`src/rtl/i2s_master.sv`:
```
// I2S master: BCK/LRCK generation, 32-bit frame TX serializer with a
// single-entry holding register, RX deserializer and sticky underrun flag.
module i2s_master #(
  parameter int BCK_DIV   = 6,
  parameter int SLOT_BITS = 16
) (
  input  logic                 iCLK,
  input  logic                 iRST_N,
  input  logic                 iEN,
  input  logic [SLOT_BITS-1:0] iTX_L,
  input  logic [SLOT_BITS-1:0] iTX_R,
  input  logic                 iTX_VALID,
  output logic                 oTX_READY,
  output logic                 oBCK,
  output logic                 oLRCK,
  output logic                 oADCDAT,
  input  logic                 iDACDAT,
  output logic [SLOT_BITS-1:0] oRX_L,
  output logic [SLOT_BITS-1:0] oRX_R,
  output logic                 oRX_VALID,
  output logic                 oUNDERRUN,
  input  logic                 iUNDERRUN_CLR
);

  localparam int FW = 2 * SLOT_BITS;
  localparam int CW = $clog2(FW);
  localparam logic [7:0]    DIV_TC = 8'(BCK_DIV - 1);
  localparam logic [CW-1:0] MID    = CW'(SLOT_BITS - 1);
  localparam logic [CW-1:0] LAST   = CW'(FW - 1);

  typedef enum logic [1:0] {
    IDLE = 2'd0,
    RUN  = 2'd1,
    STOP = 2'd2
  } state_e;

  state_e          state_q, state_d;
  logic [7:0]      div_q, div_d;
  logic [CW-1:0]   cnt_q, cnt_d;
  logic            bck_q, bck_d;
  logic            lrck_q, lrck_d;
  logic            dout_q, dout_d;
  logic [FW-1:0]   txsh_q, txsh_d;
  logic [FW-1:0]   rxsh_q, rxsh_d;
  logic [FW-1:0]   hold_q, hold_d;
  logic            full_q, full_d;
  logic [SLOT_BITS-1:0] rxl_q, rxl_d;
  logic [SLOT_BITS-1:0] rxr_q, rxr_d;
  logic            rxv_q, rxv_d;
  logic            und_q, und_d;

  logic          running, tc, rise, fall, wrap;
  logic          start, stop_now, load, und_set;
  logic [FW-1:0] rx_word;

  assign running  = (state_q != IDLE);
  assign tc       = (div_q == DIV_TC);
  assign rise     = running && tc && !bck_q;
  assign fall     = running && tc && bck_q;
  assign wrap     = fall && (cnt_q == LAST);
  assign start    = (state_q == IDLE) && iEN;
  assign stop_now = (state_q == STOP) && !iEN && wrap;
  assign load     = start || (wrap && !stop_now);
  // The final bit is taken at the closing edge, so a loopback lines up.
  assign rx_word  = {rxsh_q[FW-2:0], iDACDAT};

  always_ff @(posedge iCLK or negedge iRST_N) begin
    if (!iRST_N) begin
      state_q <= IDLE;
      div_q   <= '0;
      cnt_q   <= '0;
      bck_q   <= 1'b0;
      lrck_q  <= 1'b0;
      dout_q  <= 1'b0;
      txsh_q  <= '0;
      rxsh_q  <= '0;
      hold_q  <= '0;
      full_q  <= 1'b0;
      rxl_q   <= '0;
      rxr_q   <= '0;
      rxv_q   <= 1'b0;
      und_q   <= 1'b0;
    end else begin
      state_q <= state_d;
      div_q   <= div_d;
      cnt_q   <= cnt_d;
      bck_q   <= bck_d;
      lrck_q  <= lrck_d;
      dout_q  <= dout_d;
      txsh_q  <= txsh_d;
      rxsh_q  <= rxsh_d;
      hold_q  <= hold_d;
      full_q  <= full_d;
      rxl_q   <= rxl_d;
      rxr_q   <= rxr_d;
      rxv_q   <= rxv_d;
      und_q   <= und_d;
    end
  end

  always_comb begin
    state_d = state_q;
    unique case (state_q)
      IDLE: if (iEN) state_d = RUN;
      RUN:  if (!iEN) state_d = STOP;
      STOP: begin
        if (iEN)       state_d = RUN;
        else if (wrap) state_d = IDLE;
      end
      default: state_d = IDLE;
    endcase
  end

  always_comb begin
    div_d   = div_q;
    cnt_d   = cnt_q;
    bck_d   = bck_q;
    lrck_d  = lrck_q;
    dout_d  = dout_q;
    txsh_d  = txsh_q;
    rxsh_d  = rxsh_q;
    hold_d  = hold_q;
    full_d  = full_q;
    rxl_d   = rxl_q;
    rxr_d   = rxr_q;
    rxv_d   = 1'b0;
    und_set = 1'b0;

    if (start) begin
      div_d  = '0;
      cnt_d  = '0;
      bck_d  = 1'b0;
      lrck_d = 1'b1;
    end else if (running) begin
      div_d = tc ? 8'd0 : div_q + 8'd1;
      if (tc) bck_d = ~bck_q;
      if (rise) begin
        dout_d = txsh_q[FW-1];
        txsh_d = txsh_q << 1;
        rxsh_d = {rxsh_q[FW-2:0], iDACDAT};
      end
      if (fall) begin
        cnt_d = cnt_q + CW'(1);
        if (cnt_q == MID) lrck_d = 1'b0;
      end
      if (wrap) begin
        lrck_d = 1'b1;
        rxl_d  = rx_word[FW-1:SLOT_BITS];
        rxr_d  = rx_word[SLOT_BITS-1:0];
        rxv_d  = 1'b1;
      end
      if (stop_now) begin
        div_d  = '0;
        cnt_d  = '0;
        bck_d  = 1'b0;
        lrck_d = 1'b0;
        dout_d = 1'b0;
      end
    end

    if (load) begin
      if (full_q) begin
        txsh_d = hold_q;
        full_d = 1'b0;
      end else begin
        txsh_d  = '0;
        und_set = 1'b1;
      end
    end

    // An empty load still lets a same-cycle offer land in holding.
    if (iTX_VALID && !full_q) begin
      hold_d = {iTX_L, iTX_R};
      full_d = 1'b1;
    end

    und_d = und_set | (und_q & ~iUNDERRUN_CLR);
  end

  always_comb begin
    oTX_READY = ~full_q;
    oBCK      = bck_q;
    oLRCK     = lrck_q;
    oADCDAT   = dout_q;
    oRX_L     = rxl_q;
    oRX_R     = rxr_q;
    oRX_VALID = rxv_q;
    oUNDERRUN = und_q;
  end

endmodule

```
`config.mk`:
```
export PLATFORM = sky130hd
export DESIGN_NAME = i2s_master
export DESIGN_NICKNAME = d
export VERILOG_FILES = /design/src/rtl/i2s_master.sv
export SDC_FILE = /design/constraint.sdc
export NUM_CORES = 1
export LEC_CHECK = 0
export ABC_AREA = 1
export CORE_MARGIN = 1.5
export CORE_UTILIZATION = 57
export DETAILED_ROUTE_END_ITERATION = 8
export DONT_BUFFER_PORTS = 1
export GPL_TIMING_DRIVEN = 1
export PLACE_DENSITY = 0.75
export SLEW_MARGIN = 20
export SYNTH_ARGS = -nofsm -noshare
export SYNTH_HDL_FRONTEND = slang
export SYNTH_SLANG_ARGS = --single-unit
```
`constraint.sdc`:
```
create_clock -name iCLK -period 1.6 [get_ports iCLK]
set_clock_uncertainty 0.05 [all_clocks]
set_input_delay 0.24 -clock iCLK [delete_from_list [all_inputs] [get_ports iCLK]]
set_output_delay 0.24 -clock iCLK [all_outputs]
set_load 0.02 [all_outputs]
```
==> flow_metrics.env, run 1 <==
export IMPL_leakage_nw=3.75
export IMPL_dieArea_um2=11800
export IMPL_min_path_type="in2async"
export IMPL_drive_gt1_share_pct=26.5
export IMPL_use_met1_pct=30.3
export IMPL_hold_viol_final=148
export IMPL_area_growth_pct=29.2
export IMPL_synth_edff_count=0
export IMPL_final_nets=750
export IMPL_synth_top_cell_by_area="dfrtp_1"
export IMPL_violations="negative hold slack, negative setup slack"
export IMPL_drv_cap=0
export IMPL_top_usage_layer="met2"
export IMPL_htree_num_levels=4
export IMPL_via_count=4702
export IMPL_grt_max_degree=149
export IMPL_numCtsBuffers=17
export IMPL_first_pass_iters=4
export IMPL_cts_tree="yes"
export IMPL_initial_core_util_pct=58.5
export IMPL_rsz0062_at_grt="yes"
export IMPL_finalSetupViolations=103
export IMPL_fin_area_um2=8190
export IMPL_power_density_nw_per_um2=1460
export IMPL_cp_required_ps=1950
export IMPL_ys_seq_elements=148
export IMPL_postPlaceCellArea_um2=6640
export IMPL_hold_slack_ps=-651
export IMPL_grt_overflow=0
export IMPL_synthArstFlopShare_pct=100
export IMPL_setup_ws_ps=-233
export IMPL_routed_wl_um=14600
export IMPL_core_area_um2=10800
export IMPL_startpoint_type="flop"
export IMPL_antenna_found_initial=0
export IMPL_clock_sinks=148
export IMPL_fp_dieW_um=108
export IMPL_drt_iter0_markers=308
export IMPL_drc=0
export IMPL_synthesis_area_um2=6340
export IMPL_fmax_mhz=546
export IMPL_peakVddDrop_mv=1.30
export IMPL_n_fill_cell=671
export IMPL_p_total_mw=12.0
export IMPL_yosysUniqueCellTypes=29
export IMPL_relSlewSlack_pct=62.7
export IMPL_final_setup_tns_ps=-8980
export IMPL_worstMarginPinSlew_ps=558
export IMPL_grtUsageMet3_pct=6.63
export IMPL_drv_slew=0
export IMPL_dp_hpwl_um=7580
export IMPL_crit_arrival_ps=2180
export IMPL_fin_crit_sh_pct=115
export IMPL_layout_commonest_cell="nand2_1"
export IMPL_worstSetupPathType="reg2reg"
export IMPL_cts_root_buf="clkbuf_8"
export IMPL_antenna_cells=0
export IMPL_gr_usage_met2_pct=39.3
export IMPL_insertion_delay_ps=540
export IMPL_synth_ff_type="dfrtp_1"
export IMPL_syn_inst=643
export IMPL_io_buffers=0
export IMPL_pin_count=76
export IMPL_cp_end_kind="flop"
export IMPL_synth_nets=686
export IMPL_status="finished with violations"
export IMPL_ctsHoldBuffers=35
export IMPL_grt_pass1_wl_um=21700
export IMPL_syn_area_per_cell_um2=9.86
export IMPL_critPathMaxFanout=4
export IMPL_ys_warn_count=0
export IMPL_clk_path_buf_depth=2
export IMPL_gr_usage_all_layers_pct=24.0
export IMPL_grt_pass1_vias=4513
export IMPL_final_cell_mix="154 x nand2_1, 148 x dfrtp_1, 52 x inv_1"
export IMPL_ys_top_cells_by_area="dfrtp_1 58%, nand2_1 9.8%, mux2_2 5.7%"
export IMPL_viasPerCell=5.47
export IMPL_finalWeightedCongestion=0.861
export IMPL_avgRoutedWirePerCell_um=17.0
export IMPL_route_antenna_remaining_nets=0
export IMPL_dieHeight_um=108
export IMPL_num_rows=38
export IMPL_period_needed_ps=1830
export IMPL_clkTransAtPathRegs_ps=60
export IMPL_seq_area_frac_synth_pct=58.4
export IMPL_yosys_area_top_type_share_pct=58.4
-- cells in the mapped netlist, types with 7 or more instances --
cell        n
nand3_1    51
nand2_1   166
clkbuf_1    7
o21ai_0    35
nand3b_1   22
dfrtp_1   148
buf_2      18
mux2_2     32
inv_1      56
o21ai_1    48
nor2_1      9
-- layout make-up --
class                           instances  area [um2]  area share, %
Clock buffer                           25         504           6.16
Clock inverter                          7        93.8           1.15
Inverter                               58         225           2.75
Multi-Input combinational cell        403        2560           31.2
Sequential cell                       148        3700           45.2
Tap cell                              140         175           2.14
Timing Repair Buffer                   79         932           11.4
-- worst paths after layout --
check / slack (ps) / endpoint / from / depth (start not counted)
worst max-delay path: -230 / txsh_q[31] / div_q[1] / 10
min in group iCLK: 40 / full_q / iTX_VALID / 3
max in group asynchronous: 2020 / txsh_q[14] / iRST_N / 0
worst min register to register: 440 / oRX_L[15] / rxsh_q[30] / 2
worst min-delay path: -650 / hold_q[16] / iRST_N / 0
worst max register to register: -230 / txsh_q[31] / div_q[1] / 10
-- sequential cells by signal, summed over array words and instances, names as in the netlist, 2 cells and up --
register and flops:
txsh_q 32, rxsh_q 31, oRX_R 16, cnt_q 5, div_q 8, state_q 2, oRX_L 16, hold_q 32
-- logic make-up after synthesis --
| family | count (synthesis) | synth area share [%] |
|---|---|---|
| AND/OR/NAND/NOR | 259 | 18.7 |
| flip-flops | 148 | 58.4 |
| AO/OA/AOI/OAI | 100 | 8.61 |
| buffers and inverters | 93 | 6.81 |
| multiplexers | 32 | 5.69 |
| XOR/XNOR | 6 | 0.829 |
| adder cells (fa/ha/maj) | 5 | 0.987 |
-- what timing repair did --
action / 4_1_cts / 5_1_grt
gates cloned: 3 / 6
gates resized for setup: 25 / 75
setup endpoints to repair: 77 / 106
pin swaps: 5 / 14
buffers inserted: 2 / 2
endpoints found under the hold margin: 192 / 148
-- per-stage QoR --
| step | setup WS [ps] | std cells | utilization, % | hold slack (ps) |
|---|---|---|---|---|
| floorplan | -69.0 | 643 | - | -106 |
| CTS | -135 | 852 | 71.5 | -670 |
| detailed placement | -165 | 780 | 61.3 | -101 |
| global route | -313 | 860 | 75.6 | -668 |
| global placement | -98.8 | 780 | 61.3 | -99.4 |
| finish | -233 | 860 | 75.6 | -651 |
-- metal layers --
metal | up-vias | part of all wire [%] | routed length, um
li1 | 2231 | - | -
met1 | 2281 | 40 | 5900
met2 | 163 | 52 | 7570
met3 | 27 | 5.8 | 842
met5 | - | 0 | 0
met4 | 0 | 2.1 | 310
-- power by group --
group          switching (mW)  internal [mW]
clock                    1.52           2.47
sequential              0.619           4.62
combinational            1.39           1.37
total                    3.53           8.45
-- critical path: stages (launching register included) --
cell	delay [ps]
dfrtp_1	380
inv_2	80
ha_4	130
nand3_4	60
nor2_4	210
nand4_4	170
nand2_4	160
nand2_4	100
buf_4	170
nand3_1	80
nand3_1	100
No activity file was read; power rests on OpenSTA's default activity.
==> run 2: changes to the inputs <==
--- a/config.mk
+++ b/config.mk
@@ -8,4 +8,6 @@
 export ABC_AREA = 1
+export CELL_PAD_IN_SITES_DETAIL_PLACEMENT = 0
+export CELL_PAD_IN_SITES_GLOBAL_PLACEMENT = 1
 export CORE_MARGIN = 1.5
-export CORE_UTILIZATION = 57
+export CORE_UTILIZATION = 44
 export DETAILED_ROUTE_END_ITERATION = 8
@@ -13,3 +15,3 @@
 export GPL_TIMING_DRIVEN = 1
-export PLACE_DENSITY = 0.75
+export PLACE_DENSITY_LB_ADDON = 0.1
 export SLEW_MARGIN = 20
==> constraint.sdc (replaced) <==
create_clock -name iCLK -period 1.6 [get_ports iCLK]
set_clock_uncertainty 0.05 [all_clocks]
set_input_delay 0.32 -clock iCLK [delete_from_list [all_inputs] [get_ports iCLK]]
set_output_delay 0.32 -clock iCLK [all_outputs]
set_load 0.02 [all_outputs]
==> flow_metrics.env, run 2 (synthesized netlist as in run 1, its figures left out) <==
export IMPL_status="finished with violations"
export IMPL_violations="negative hold slack, negative setup slack"
export IMPL_cts_tree="yes"
export IMPL_leakage_nw=3.85
export IMPL_antenna_found_initial=0
export IMPL_postPlaceCellArea_um2=6740
export IMPL_avgRoutedWirePerCell_um=15.0
export IMPL_clock_sinks=148
export IMPL_viasPerCell=5.11
export IMPL_htree_num_levels=4
export IMPL_num_rows=43
export IMPL_clkTransAtPathRegs_ps=60
export IMPL_final_setup_tns_ps=-11440
export IMPL_final_cell_mix="148 x dfrtp_1, 118 x nand2_1, 52 x inv_1"
export IMPL_p_sw_share_pct=28.2
export IMPL_antenna_cells=0
export IMPL_final_nets=769
export IMPL_top_regs="hold_q: 32 flops, txsh_q: 32 flops, rxsh_q: 31 flops"
export IMPL_initial_core_util_pct=45.3
export IMPL_cp_required_ps=1890
export IMPL_drc=0
export IMPL_area_growth_pct=35.0
export IMPL_p_int_mw=8.38
export IMPL_cp_end_kind="flop"
export IMPL_hold_viol_final=148
export IMPL_dieArea_um2=15100
export IMPL_fp_dieW_um=123
export IMPL_finalSetupViolations=106
export IMPL_dp_hpwl_um=7690
export IMPL_p_total_mw=11.7
export IMPL_critPathMaxFanout=33
export IMPL_p_sw_mw=3.30
export IMPL_pwr_share_clk_pct=34.9
export IMPL_crit_arrival_ps=2090
export IMPL_via_count=4695
export IMPL_finalWeightedCongestion=0.739
export IMPL_startpoint="div_q[1]"
export IMPL_insertion_delay_ps=420
export IMPL_first_pass_iters=4
export IMPL_dieHeight_um=123
export IMPL_fin_util_pct=61.2
export IMPL_pin_count=76
export IMPL_power_density_nw_per_um2=1360
export IMPL_core_area_um2=14000
export IMPL_fin_crit_sh_pct=112
export IMPL_worstSetupPathType="reg2reg"
export IMPL_layout_commonest_cell="dfrtp_1"
export IMPL_grt_pass1_vias=4601
export IMPL_grt_pass1_wl_um=21500
export IMPL_fin_area_um2=8560
export IMPL_drv_slew=0
export IMPL_worstMarginPinSlew_ps=455
export IMPL_cts_root_buf="clkbuf_16"
export IMPL_period_needed_ps=1790
export IMPL_power_frac_comb_pct=21.2
export IMPL_grt_overflow=0
export IMPL_rsz0062_at_grt="yes"
export IMPL_setup_ws_ps=-194
export IMPL_worstReg2RegStart="div_q[1]"
export IMPL_grt_max_degree=149
export IMPL_routed_wl_um=13800
export IMPL_drv_cap=0
export IMPL_sequentialPowerShare_pct=43.9
export IMPL_min_path_type="in2async"
export IMPL_startpoint_type="flop"
export IMPL_fmax_mhz=558
export IMPL_peakVddDrop_mv=0.852
export IMPL_drt_iter0_markers=249
export IMPL_relSlewSlack_pct=69.6
export IMPL_io_buffers=0
export IMPL_gr_usage_all_layers_pct=18.1
export IMPL_route_antenna_remaining_nets=0
export IMPL_hold_slack_ps=-452
export IMPL_clk_path_buf_depth=2
export IMPL_drive_gt1_share_pct=31.0
export IMPL_numCtsBuffers=17
## run 2: cell types whose count changed in the layout (fill, tap and decap cells not counted), sizes merged
cell,delta
buf,+15
clkinv,+3
clkinvlp,+2
bufinv,+1
clkbuf,-1
nand2,-1
## run 2: through the flow
stage | instances | setup slack [ps]
4_1_cts | 896 | -153
3_5_place_dp | 825 | -182
6_report | 919 | -194
5_1_grt | 919 | -286
3_3_place_gp | 825 | -124
2_1_floorplan | 643 | -69.0
## run 2: critical path, stage by stage (launching register included)
cell and delay, ps:
dfrtp_1 380, inv_2 80, ha_4 140, nand3_4 80, nor2_4 160, buf_4 150, nand3_4 110, buf_12 210
o21ai_0 210, nand2_2 80, o21ai_2 60
## run 2: repair_timing
action                     CTS  global route
gates resized for setup     29           116
setup buffers                4            10
hold buffers                34             1
cloned                       1            12
setup endpoints to repair   95           107
pin swaps                    6            12
hold endpoints to repair   183           149
## run 2: worst paths after layout
kind                            cells after the start         end  slack, ps
worst max-delay path                               10  txsh_q[24]       -190
worst min register to register                      2     oADCDAT        420
max in group asynchronous                           0  txsh_q[20]       1670
min in group iCLK                                   3  state_q[1]         60
worst max register to register                     10  txsh_q[24]       -190
worst min-delay path                                0    oRX_R[7]       -450
## run 2: power groups by stage
stage | Clock (mW) | Sequential, mW | Combinational, mW
after floorplan | 0 | 5.05 | 1.69
after global placement | 0 | 5.15 | 2.11
after detailed placement | 0 | 5.18 | 2.18
after CTS | 4.15 | 5.13 | 2.36
after global routing | 4.32 | 5.24 | 2.78
final | 4.08 | 5.13 | 2.47
## run 2: layout make-up
type	instances	area (um2)
fillers	1168	5430
flip-flops and latches	148	3700
multi-input cells	402	2600
repair buffers	99	1190
clock buffers	19	443
inverters	58	235
well taps	180	225
clock inverters	13	158
## run 2: metal layers
layer / part of all wire [%] / vias to the layer above / routed length, um / GRT usage [%]
met3: 4.1 / 21 / 564 / 4.57
met5: 0 / - / 0 / 0
met4: 1.6 / 0 / 215 / 7.11
li1: - / 2275 / - / -
met1: 45 / 2302 / 6140 / 22.8
met2: 50 / 97 / 6870 / 29.8
